==> config.mk <==
export PLATFORM = sky130hd
export DESIGN_NAME = cpu_reg_writeback
export DESIGN_NICKNAME = d
export VERILOG_FILES = /design/src/rtl/cpu_reg_writeback.sv
export SDC_FILE = /design/constraint.sdc
export NUM_CORES = 1
export LEC_CHECK = 0
export ABC_AREA = 0
export CORE_ASPECT_RATIO = 0.8
export CORE_MARGIN = 10
export CORE_UTILIZATION = 52
export DETAILED_ROUTE_END_ITERATION = 7
export PLACE_DENSITY_LB_ADDON = 0.1
export SLEW_MARGIN = 20
export SYNTH_ARGS = -nofsm -noshare
export SYNTH_HDL_FRONTEND = slang
export SYNTH_SLANG_ARGS = --single-unit
==> constraint.sdc <==
create_clock -name clk -period 3.24 [get_ports clk]
set_input_delay 0.324 -clock clk [delete_from_list [all_inputs] [get_ports clk]]
set_output_delay 0.324 -clock clk [all_outputs]
set_load 0.005 [all_outputs]
==> src/rtl/cpu_reg_writeback.sv <==
// Register-file writer: arbitrates ALU and load results onto the single write
// port, buffers loads in a small FIFO, and tracks outstanding loads per register.
module cpu_reg_writeback #(
  parameter logic        MORE_REGISTERS = 1'b1,
  parameter int unsigned FIFO_DEPTH     = 4
) (
  input  logic        clk,
  input  logic        rst,
  input  logic        alu_valid,
  input  logic [4:0]  alu_rd,
  input  logic [31:0] alu_data,
  input  logic        mem_valid,
  input  logic [4:0]  mem_rd,
  input  logic [31:0] mem_data,
  output logic        mem_ready,
  input  logic        lsu_issue,
  input  logic [4:0]  lsu_issue_rd,
  output logic        lsu_issue_ready,
  output logic [31:0] busy,
  output logic [4:0]  addr_wr,
  output logic [31:0] data_wr,
  output logic        wr
);

  localparam int unsigned AW         = (FIFO_DEPTH > 1) ? $clog2(FIFO_DEPTH) : 1;
  localparam logic [AW:0] FULL_COUNT = (AW + 1)'(FIFO_DEPTH);

  function automatic logic dest_ok(input logic [4:0] rd);
    return (rd != 5'd0) && (MORE_REGISTERS || !rd[4]);
  endfunction

  logic [4:0]    fifo_rd   [FIFO_DEPTH];
  logic [31:0]   fifo_data [FIFO_DEPTH];
  logic [AW-1:0] rd_ptr, wr_ptr;
  logic [AW:0]   count;

  logic          mem_accept, alu_sel, pop, bypass, push;
  logic          sel_wr, sel_load;
  logic [4:0]    sel_rd;
  logic [31:0]   sel_data;
  logic          wr_load;

  logic [1:0]    cnt [32];
  logic [31:0]   inc_vec, dec_vec;

  // Ready depends only on the registered occupancy.
  assign mem_ready = (count != FULL_COUNT);

  // Arbitration: ALU first, then FIFO head, then direct load bypass.
  always_comb begin
    mem_accept = mem_valid && mem_ready;
    alu_sel    = alu_valid && dest_ok(alu_rd);
    pop        = !alu_sel && (count != '0);
    bypass     = !alu_sel && (count == '0) && mem_accept && dest_ok(mem_rd);
    // Invalid-destination loads are handshaken and dropped, never stored.
    push       = mem_accept && dest_ok(mem_rd) && !bypass;
    sel_wr     = 1'b0;
    sel_load   = 1'b0;
    sel_rd     = '0;
    sel_data   = '0;
    if (alu_sel) begin
      sel_wr   = 1'b1;
      sel_rd   = alu_rd;
      sel_data = alu_data;
    end else if (pop) begin
      sel_wr   = 1'b1;
      sel_load = 1'b1;
      sel_rd   = fifo_rd[rd_ptr];
      sel_data = fifo_data[rd_ptr];
    end else if (bypass) begin
      sel_wr   = 1'b1;
      sel_load = 1'b1;
      sel_rd   = mem_rd;
      sel_data = mem_data;
    end
  end

  // Registered write port; address/data hold while idle.
  always_ff @(posedge clk or posedge rst) begin
    if (rst) begin
      wr      <= 1'b0;
      wr_load <= 1'b0;
      addr_wr <= '0;
      data_wr <= '0;
    end else begin
      wr      <= sel_wr;
      wr_load <= sel_load;
      if (sel_wr) begin
        addr_wr <= sel_rd;
        data_wr <= sel_data;
      end
    end
  end

  // FIFO pointers and occupancy.
  always_ff @(posedge clk or posedge rst) begin
    if (rst) begin
      rd_ptr <= '0;
      wr_ptr <= '0;
      count  <= '0;
    end else begin
      if (push) wr_ptr <= wr_ptr + 1'b1;
      if (pop)  rd_ptr <= rd_ptr + 1'b1;
      if (push && !pop)      count <= count + 1'b1;
      else if (pop && !push) count <= count - 1'b1;
    end
  end

  // FIFO storage (contents are meaningless once pointers reset).
  always_ff @(posedge clk) begin
    if (push) begin
      fifo_rd[wr_ptr]   <= mem_rd;
      fifo_data[wr_ptr] <= mem_data;
    end
  end

  // Per-register increment on issue, decrement while a load write is on the port.
  always_comb begin
    inc_vec = '0;
    dec_vec = '0;
    if (lsu_issue && dest_ok(lsu_issue_rd) && (cnt[lsu_issue_rd] != 2'd3))
      inc_vec[lsu_issue_rd] = 1'b1;
    if (wr && wr_load)
      dec_vec[addr_wr] = 1'b1;
  end

  assign lsu_issue_ready = !dest_ok(lsu_issue_rd) || (cnt[lsu_issue_rd] != 2'd3);

  // busy already reflects the decrement of a load write visible this cycle.
  always_comb begin
    busy = '0;
    for (int unsigned r = 1; r < 32; r++)
      busy[r] = (cnt[r] != 2'd0) && !(dec_vec[r] && (cnt[r] == 2'd1));
  end

  // Outstanding-load counters, saturating at 3, never below 0.
  always_ff @(posedge clk or posedge rst) begin
    if (rst) begin
      for (int unsigned r = 0; r < 32; r++) cnt[r] <= '0;
    end else begin
      for (int unsigned r = 1; r < 32; r++) begin
        if (inc_vec[r] && !dec_vec[r])
          cnt[r] <= cnt[r] + 2'd1;
        else if (dec_vec[r] && !inc_vec[r] && (cnt[r] != 2'd0))
          cnt[r] <= cnt[r] - 2'd1;
      end
    end
  end

endmodule

==> summary.txt, run 1 <==
Detailed routing
  • DRC viols: 0
  • DR vias/cell: 6.18
  • Post-DRT Antenna Nets: 0
  • Initial DRC Count: 1,156
  • Vias: 11,700
  • Drt pass-1 iters: 6
  • WL final: 40.8 mm
  • Wire per inst: 21.6 um

Power
  • Worst vdd ir: 0.629 mV
  • PwrDens: 827 nW/um^2
  • Leak pwr: 6.60 nW
  • Final total power: 14.5 mW

Global route
  • Grt ovf: 0
  • First-pass GRT wire length: 64.4 mm
  • Initial antenna violation count: 1
  • Largest net degree at the start of global routing: 66
  • Vias in the first global route: 11,300
  • Tot GR Track Use: 23.2%

Critical path
  • CP cell instances: or3_1, buf_4, nor2_1, a21oi_1, clkdlybuf4s50_1
  • Crit Reg-Reg Endpoint: cnt[13]
  • CP max stage delay: 690 ps
  • Arr. time, crit path: 2820 ps
  • Worst reg2reg startpoint: cnt[0]
  • CP endpoint kind: primary output
  • CP Class: flip-flop to primary output
  • Critical Path Source Type: flip-flop
  • Worst EP required: 2920 ps
  • R2R depth: 7
  • Critical path's slowest cell: or3_1
  • Max FO, Critical Path: 12
  • R2r setup slk: 500 ps

STA
  • Worst Tran Pin Value: 874 ps
  • Final setup fails: 0
  • Final Max Tran Viols: 0
  • Final Hold Vio Count: 0
  • RSZ-0062 raised after global routing: false
  • Clock Skews: 11.9 ps
  • Maximum clock frequency: 318 MHz
  • Slew margin rel.: 41.7%
  • Final setup margin: 99.5 ps
  • Period minus WS final: 3140 ps
  • Final period utilization: 96.9%
  • Hold WS: 300 ps

Synth
  • Mapped Nets: 1,502
  • Simple-gate share of the synthesized area: 13.2%
  • Mux contribution to synthesized area: 8.13%
  • Post-synthesis adder-cell area fraction: 5.95%
  • Seq cells post-synth: 256
  • Seq/Total Area, Yosys: 49.5%
  • Synth Flop Type: edfxtp_1
  • Compound-cell area share of the yosys netlist: 17.4%
  • Average size of a mapped cell: 10.7 um^2
  • Netlist cell types: 71
  • Synth Cell Area: 14,400 um^2
  • Async set-or-reset flop fraction in the synthesized netlist: 42.2%
  • Mapped Cells: 1,350
  • Largest family of logic cells by synthesized area: compound AO/OA/AOI/OAI gates
  • Post-synth EDFFs: 148
  • Synth warnings: 2
  • Post-synthesis xor/xnor area fraction: 0.425%

Floorplan
  • IO Pins: 156
  • # rows: 54
  • Die height: 169 um
  • Initial Utilization: 52.9%
  • Core area: 27,300 um^2
  • Die area: 34,900 um^2
  • Chip Width: 206 um

Placement
  • RePlAce Congestion: 0.921
  • Hpwl dp: 28.0 mm
  • Placed cells: 1,838
  • Post-placement setup slack: -15.5 ps
  • IO buf count: 154

Clock tree
  • Clock-pin transition on the worst setup and hold timing paths: 60 ps
  • Clk buf depth: 3
  • Hold_buf cts: 0
  • CTS root buffer: clkbuf_16
  • CTS tree: built
  • Clk_lat worst skew: 540 ps
  • Cts bufs inserted: 26
  • CTS sink cnt: 256
  • CTS H-tree depth: 1

Layout
  • Share of layout cells above drive strength 1: 10.7%
  • Area added between synthesis and finish: 21.1%
  • Nets: 1,654
  • Fillers: 2,140
  • Post-Layout Cell Count: 1,887

Hold path
  • HP Class: input pin to asynchronous set/reset pin

Run
  • MaxCap Viol Count: 0

Outcome
  • Status: completed
==> critical path, delay by kind of cell, from the launching register on <==
kind	cells	cell delay [ps]
compound gates	1	150
simple gates	2	940
flops	1	440
buf+inv	2	750
==> area by class of cell <==
class / count / area (um^2) / share of cell area, %
antenna: 1 / 2.50 / 0.0143
clock buffer: 31 / 691 / 3.95
clock inverter: 17 / 205 / 1.17
inverter: 107 / 404 / 2.31
multi-input combinational: 907 / 6530 / 37.4
sequential: 256 / 7150 / 40.9
tap: 364 / 455 / 2.61
timing repair buffer: 204 / 2040 / 11.7
==> layout by cell type (no fill, tap or decap), drive strengths merged, types with 45 or more instances in the layout <==
cell / instances
ha: 67
dfrtp: 108
edfxtp: 148
a21oi: 82
nand3: 45
nor2: 141
nand2: 119
buf: 51
clkdlybuf4s50: 152
inv: 109
==> synth_stat cells (4+ instances only) <==
| cell type | n | area share (%) |
|---|---|---|
| edfxtp_1 | 148 | 31 |
| nor2_1 | 141 | 3.7 |
| nand2_1 | 119 | 3.1 |
| dfrtp_1 | 108 | 19 |
| inv_1 | 107 | 2.8 |
| a21oi_1 | 81 | 2.8 |
| ha_1 | 67 | 5.8 |
| clkbuf_1 | 48 | 1.2 |
| nand3_1 | 45 | 1.6 |
| nor3_1 | 43 | 1.5 |
| mux4_2 | 41 | 6.4 |
| o21ai_0 | 35 | 1.2 |
| a221o_1 | 33 | 2.3 |
| o31ai_1 | 27 | 1.4 |
| o211ai_1 | 26 | 1.4 |
| o221ai_1 | 24 | 1.5 |
| buf_2 | 19 | 0.66 |
| a21boi_0 | 17 | 0.88 |
| mux2i_1 | 16 | 1.1 |
| a22o_1 | 15 | 0.91 |
| a31oi_1 | 13 | 0.56 |
| o22ai_1 | 12 | 0.52 |
| nand4_1 | 11 | 0.48 |
| nor4_1 | 11 | 0.48 |
| or3_1 | 9 | 0.39 |
| a211oi_1 | 8 | 0.42 |
| nand2b_1 | 8 | 0.35 |
| and2_1 | 6 | 0.26 |
| buf_1 | 6 | 0.16 |
| mux2_2 | 6 | 0.47 |
| nand3b_1 | 6 | 0.31 |
| o2bb2ai_1 | 6 | 0.36 |
| a21boi_1 | 5 | 0.26 |
| a222oi_1 | 5 | 0.35 |
| a31o_1 | 5 | 0.30 |
| buf_6 | 5 | 0.39 |
| o41a_1 | 5 | 0.39 |
| and3_1 | 4 | 0.17 |
| o31ai_2 | 4 | 0.35 |
| or2_2 | 4 | 0.17 |
| xnor2_1 | 4 | 0.24 |
==> state kept, by name, indices dropped and copies added (netlist names) <==
register,count
wr,1
data_wr,32
wr_load,1
rd_ptr,2
wr_ptr,2
cnt,62
fifo_data,128
fifo_rd,20
addr_wr,5
count,3
==> routing by layer <==
| metal | vias to the layer above | wire (um) | GRT usage (%) |
|---|---|---|---|
| met5 | - | 0 | 0 |
| met4 | 0 | 563 | 4.88 |
| met3 | 44 | 3570 | 4.46 |
| met2 | 488 | 18700 | 35.5 |
| met1 | 5742 | 18000 | 33.6 |
| li1 | 5380 | - | - |
==> how the worst max path moves through the flow <==
stage | slack (ps) | cells after the start | from | end
finish | 100 | 5 | addr_wr[0] | busy[24]
global route | 3 | 5 | addr_wr[0] | busy[24]
CTS | 90 | 5 | addr_wr[0] | busy[24]
detailed placement | -20 | 10 | lsu_issue_rd[4] | cnt[41]
global placement | 40 | 10 | lsu_issue_rd[4] | cnt[13]
floorplan | 70 | 1 | rst | addr_wr[0]
==> power breakdown <==
group / switching, mW / internal [mW] / leakage, nW / total (mW)
registers: 0.765 / 4.40 / 2.68 / 5.16
clock network: 1.32 / 1.85 / 0.431 / 3.18
logic: 3.23 / 2.88 / 3.49 / 6.11
==> timing repair <==
| item | CTS | global route |
|---|---|---|
| setup endpoints to repair | 0 | 1 |
| gates resized for setup | 0 | 1 |
| buffers inserted | 0 | 0 |
| hold endpoints to repair | 0 | 0 |
==> logic make-up after synthesis <==
kind of cell             Yosys count
AO/OA/AOI/OAI                    345
AND/OR/NAND/NOR                  421
XOR/XNOR                           7
other                              1
multiplexers                      65
adder cells (fa/ha/maj)           68
buffers and inverters            187
flip-flops                       256
==> per-stage QoR <==
stage / setup TNS (ps) / util (%) / instance area (um^2)
3_5_place_dp: -32.3 / 60.7 / 16600
2_1_floorplan: 0 / - / 14400
5_1_grt: 0 / 64.0 / 17500
4_1_cts: 0 / 64.0 / 17500
3_3_place_gp: 0 / 60.7 / 16600
6_report: 0 / 64.0 / 17500
Power figures use the tool's default switching activity.
==> inputs of run 2 (changes only) <==
--- a/config.mk
+++ b/config.mk
@@ -7,7 +7,7 @@
 export LEC_CHECK = 0
 export ABC_AREA = 0
 export CORE_ASPECT_RATIO = 0.8
-export CORE_MARGIN = 10
+export CORE_MARGIN = 1.5
 export CORE_UTILIZATION = 52
 export DETAILED_ROUTE_END_ITERATION = 7
 export PLACE_DENSITY_LB_ADDON = 0.1
==> run 2 against run 1 <==
Wire length shrank 5.5%. Largest power group unchanged. Highest routed layer unchanged. Final area hardly changed. Power shrank 1.2%. Critical path type is now input pin to primary output. Critical endpoint is now lsu_issue_ready. Hold slack lost 71 ps.
==> summary.txt, run 2 (synthesized netlist as in run 1, its figures left out) <==
Hold path
  • HP Class: input pin to asynchronous set/reset pin

Global route
  • First-pass GRT wire length: 61.5 mm
  • Tot GR Track Use: 27.0%
  • Largest net degree at the start of global routing: 66
  • Grt ovf: 0
  • Vias in the first global route: 11,200
  • Initial antenna violation count: 0

Critical path
  • Most common cell on crit path: clkdlybuf4s50_1
  • CP cell instances: clkdlybuf4s50_1, buf_12, and3b_1, a22oi_1, a21oi_1, o31a_1, o21ai_0, clkdlybuf4s50_1
  • Critical path's slowest cell: clkdlybuf4s50_1
  • CP Class: input pin to primary output
  • CP endpoint kind: primary output
  • CP max stage delay: 540 ps
  • Arr. time, crit path: 2790 ps
  • Worst EP required: 2920 ps
  • Max FO, Critical Path: 17
  • Critical Path Source Type: input pin

STA
  • Final Max Tran Viols: 0
  • Maximum clock frequency: 321 MHz
  • Setup TNS: 0 ps
  • Final Hold Vio Count: 0
  • Slew margin rel.: 46.7%
  • Worst Tran Pin Value: 800 ps
  • Period minus WS final: 3110 ps
  • RSZ-0062 raised after global routing: false
  • Final period utilization: 96.1%
  • Clock Skews: 14.6 ps
  • Final setup fails: 0

Clock tree
  • Clk buf depth: 3
  • Post-CTS Setup Inserts: 0
  • CTS root buffer: clkbuf_16
  • CTS sink cnt: 256
  • PostCTS Resize Cnt: 0
  • Hold_buf cts: 0
  • Clock-pin transition on the worst setup and hold timing paths: 60 ps
  • CTS tree: built
  • Clk_lat worst skew: 530 ps
  • Cts bufs inserted: 27
  • CTS H-tree depth: 1

Detailed routing
  • WL final: 38.6 mm
  • Drt pass-1 iters: 6
  • DR vias/cell: 6.16
  • Initial DRC Count: 1,164
  • Wire per inst: 20.5 um
  • DRC viols: 0
  • Post-DRT Antenna Nets: 0
  • Vias: 11,600

Floorplan
  • Core area: 27,300 um^2
  • Chip Width: 189 um
  • Initial Utilization: 52.9%
  • Die area: 28,800 um^2
  • IO Pins: 156
  • # rows: 54
  • Die height: 152 um

Layout
  • Top reg by flops: fifo_data
  • Nets: 1,653
  • Number of antenna diodes: 0
  • Area added between synthesis and finish: 21.2%
  • Number of flip-flops in the largest register: 128
  • Share of layout cells above drive strength 1: 10.5%
  • Biggest regs: fifo_data x128, cnt x62, data_wr x32
  • Fillers: 2,134
  • Most common cell after layout, fill and taps aside: clkdlybuf4s50_1
  • Most frequent cells in the layout: clkdlybuf4s50_1 (152), edfxtp_1 (148), nor2_1 (140)
  • Post-Layout Cell Count: 1,884

Placement
  • RePlAce Congestion: 0.937
  • Placed cells: 1,836
  • IO buf count: 154
  • Hpwl dp: 26.6 mm

Run
  • MaxCap Viol Count: 0

Power
  • Worst vdd ir: 0.586 mV
  • PwrDens: 817 nW/um^2
  • Leak pwr: 6.59 nW

Outcome
  • Status: completed
==> run 2: routing by layer <==
metal  wire (um)  up-vias  GRT usage (%)  share of wire [%]
met4         564        0           4.95                1.5
met5           0        -              0                  0
li1            -     5366              -                  -
met1       17800     5770           40.9                 46
met3        2730       43           3.70                7.1
met2       17500      422           42.0                 45
==> run 2: report_power, final <==
group          switching [mW]  internal (mW)
Combinational            3.19           2.90
Clock                    1.29           1.74
Sequential              0.774           4.40
==> run 2: area by class of cell <==
type / instances / area [um^2] / share of cell area [%]
Inverter: 107 / 404 / 2.31
Clock inverter: 14 / 139 / 0.794
Timing Repair Buffer: 202 / 2070 / 11.9
Sequential cell: 256 / 7150 / 40.9
Multi-Input combinational cell: 907 / 6540 / 37.4
Tap cell: 364 / 455 / 2.60
Clock buffer: 34 / 722 / 4.13
==> run 2: worst max-delay path: cells and delay by family <==
kind,cells,cell delay [ps]
AO/OA/AOI/OAI,4,960
AND/OR/NAND/NOR,1,260
buffers and inverters,3,1240
==> run 2: worst paths after layout <==
check                                 from  slack (ps)               to  cells past startpoint
hold reg to reg                   count[2]         590         count[2]                      1
hold / removal                         rst         230       addr_wr[4]                      2
max in group asynchronous              rst        2160      data_wr[19]                      3
min in group clk               alu_data[3]         410       data_wr[3]                      2
setup reg to reg                   cnt[38]         490          cnt[49]                      8
setup / recovery           lsu_issue_rd[2]         130  lsu_issue_ready                      8
==> run 2: per-stage QoR <==
step           hold slack (ps)  cell area [um^2]  setup WS, ps  power, mW  utilization (%)
2_1_floorplan              423             14400          70.4       8.79                -
3_3_place_gp               545             16600          67.1       11.1             60.9
3_5_place_dp               581             16600         -43.6       11.3             60.9
4_1_cts                    239             17500           120       14.3             64.0
5_1_grt                    263             17500          3.80       15.2             64.1
6_report                   230             17500           128       14.3             64.1
==> inputs of run 3 (changes only) <==
--- a/config.mk
+++ b/config.mk
@@ -9,7 +9,9 @@
 export CORE_ASPECT_RATIO = 0.8
 export CORE_MARGIN = 1.5
 export CORE_UTILIZATION = 52
+export CTS_CLUSTER_DIAMETER = 80
 export DETAILED_ROUTE_END_ITERATION = 7
+export GPL_TIMING_DRIVEN = 0
 export PLACE_DENSITY_LB_ADDON = 0.1
 export SLEW_MARGIN = 20
 export SYNTH_ARGS = -nofsm -noshare
==> run 3 against run 2 <==
Hold slack worse by 29 ps. Via count is 3.3% higher. Critical path depth is 3 lower. Highest routed layer unchanged. Core utilization is 0.19 points lower. Clock skew is 3.9 ps higher. Sequential cell count stayed put.
==> summary.txt, run 3 (synthesized netlist as in run 1, its figures left out) <==
Critical path
  • Critical Path Source Type: flip-flop
  • CP Class: flip-flop to primary output
  • Critical path's slowest cell: dfrtp_1
  • R2R depth: 9
  • Max FO, Critical Path: 11
  • Critical path buffers and inverters: 2
  • Arr. time, crit path: 2820 ps
  • CP max stage delay: 550 ps
  • Worst EP required: 2920 ps
  • Critical path depth: 5
  • CP endpoint kind: primary output
  • CP top delay family: simple AND/OR/NAND/NOR gates
  • CP cell instances: or3b_2, clkbuf_1, nor2_1, a21oi_1, clkdlybuf4s50_1

Layout
  • Fillers: 2,150
  • Area added between synthesis and finish: 20.8%
  • Most frequent cells in the layout: clkdlybuf4s50_1 (149), edfxtp_1 (148), nor2_1 (141)
  • Nets: 1,686
  • Post-layout utilization of the core: 63.9%
  • Number of flip-flops in the largest register: 128
  • Register area: 7150 um^2
  • Top reg by flops: fifo_data
  • Number of antenna diodes: 0
  • Most common cell after layout, fill and taps aside: clkdlybuf4s50_1
  • Share of layout cells above drive strength 1: 9.97%
  • Post-Layout Cell Count: 1,918
  • Biggest regs: fifo_data x128, cnt x62, data_wr x32
  • Area of the multi-input gates: 6540 um^2

STA
  • Final setup fails: 0
  • Worst Tran Pin Value: 879 ps
  • RSZ-0062 raised after global routing: false
  • Clock Skews: 18.4 ps
  • Final Max Tran Viols: 0
  • Setup TNS: 0 ps
  • Final period utilization: 96.9%
  • Final Hold Vio Count: 0
  • Period minus WS final: 3140 ps
  • Final setup margin: 101 ps
  • Slew margin rel.: 41.4%
  • Maximum clock frequency: 319 MHz
  • Hold WS: 200 ps

Detailed routing
  • DRC viols: 0
  • Post-DRT Antenna Nets: 0
  • DR vias/cell: 6.25
  • Vias: 12,000
  • Initial DRC Count: 1,258
  • Wire per inst: 21.9 um
  • WL final: 42.1 mm
  • Drt pass-1 iters: 6

Placement
  • Post-placement setup slack: -425 ps
  • IO buf count: 150
  • RePlAce Congestion: 0.967
  • Placed cells: 1,869
  • Hpwl dp: 29.8 mm

Clock tree
  • Clk_lat worst skew: 540 ps
  • CTS H-tree depth: 1
  • CTS root buffer: clkbuf_16
  • CTS sink cnt: 256
  • Clock-pin transition on the worst setup and hold timing paths: 60 ps
  • Clk buf depth: 3
  • Hold_buf cts: 0
  • Cts bufs inserted: 27
  • CTS tree: built

Power
  • Leak pwr: 6.55 nW
  • PwrDens: 824 nW/um^2
  • Worst vdd ir: 0.587 mV

Hold path
  • HP Class: input pin to asynchronous set/reset pin

Floorplan
  • # rows: 54
  • Core area: 27,300 um^2
  • Chip Width: 189 um
  • Initial Utilization: 52.9%
  • Die height: 152 um
  • Die area: 28,800 um^2
  • IO Pins: 156

Global route
  • Vias in the first global route: 11,500
  • Largest net degree at the start of global routing: 70
  • Initial antenna violation count: 0
  • Tot GR Track Use: 29.3%
  • First-pass GRT wire length: 65.4 mm
  • Grt ovf: 0

Outcome
  • Status: completed

Run
  • MaxCap Viol Count: 0
-- run 3: layout make-up --
type / count / area share, %
Clock inverter: 12 / 0.538
Multi-Input combinational cell: 907 / 37.5
Inverter: 107 / 2.33
Clock buffer: 37 / 4.32
Timing Repair Buffer: 163 / 9.66
Sequential cell: 256 / 41.0
Buffer: 72 / 2.00
Tap cell: 364 / 2.61
-- run 3: worst paths after layout --
kind | startpoint | endpoint | slack, ps
worst max-delay path | addr_wr[4] | busy[9] | 100
worst min-delay path | rst | cnt[36] | 200
worst max register to register | cnt[36] | cnt[7] | 250
worst min register to register | count[2] | count[2] | 550
max in group asynchronous | rst | count[2] | 2310
min in group clk | alu_data[0] | data_wr[0] | 390
-- run 3: metal layers --
metal	part of all wire [%]	wire length (um)	GRT usage, %
met1	45	18800	45.0
met2	43	18200	42.4
met3	10	4210	6.01
met4	2.1	865	7.03
met5	0	0	0
-- run 3: power breakdown --
group	total, mW	leakage [nW]	switching (mW)	internal, mW
registers	5.13	2.68	0.733	4.40
clock network	2.99	0.410	1.29	1.70
logic	6.24	3.46	3.37	2.87
total	14.4	6.55	5.39	8.96
-- run 3: repair_timing --
item,4_1_cts,5_1_grt
hold endpoints to repair,0,0
setup endpoints to repair,20,24
pin swaps,2,2
buffers inserted,8,0
gates resized for setup,4,11
-- run 3: through the flow --
stage / instance area, um^2 / total power, mW
final: 17400 / 14.4
after global routing: 17400 / 15.2
after floorplan: 14400 / 8.79
after CTS: 17400 / 14.4
after global placement: 16400 / 11.1
after detailed placement: 16500 / 11.3
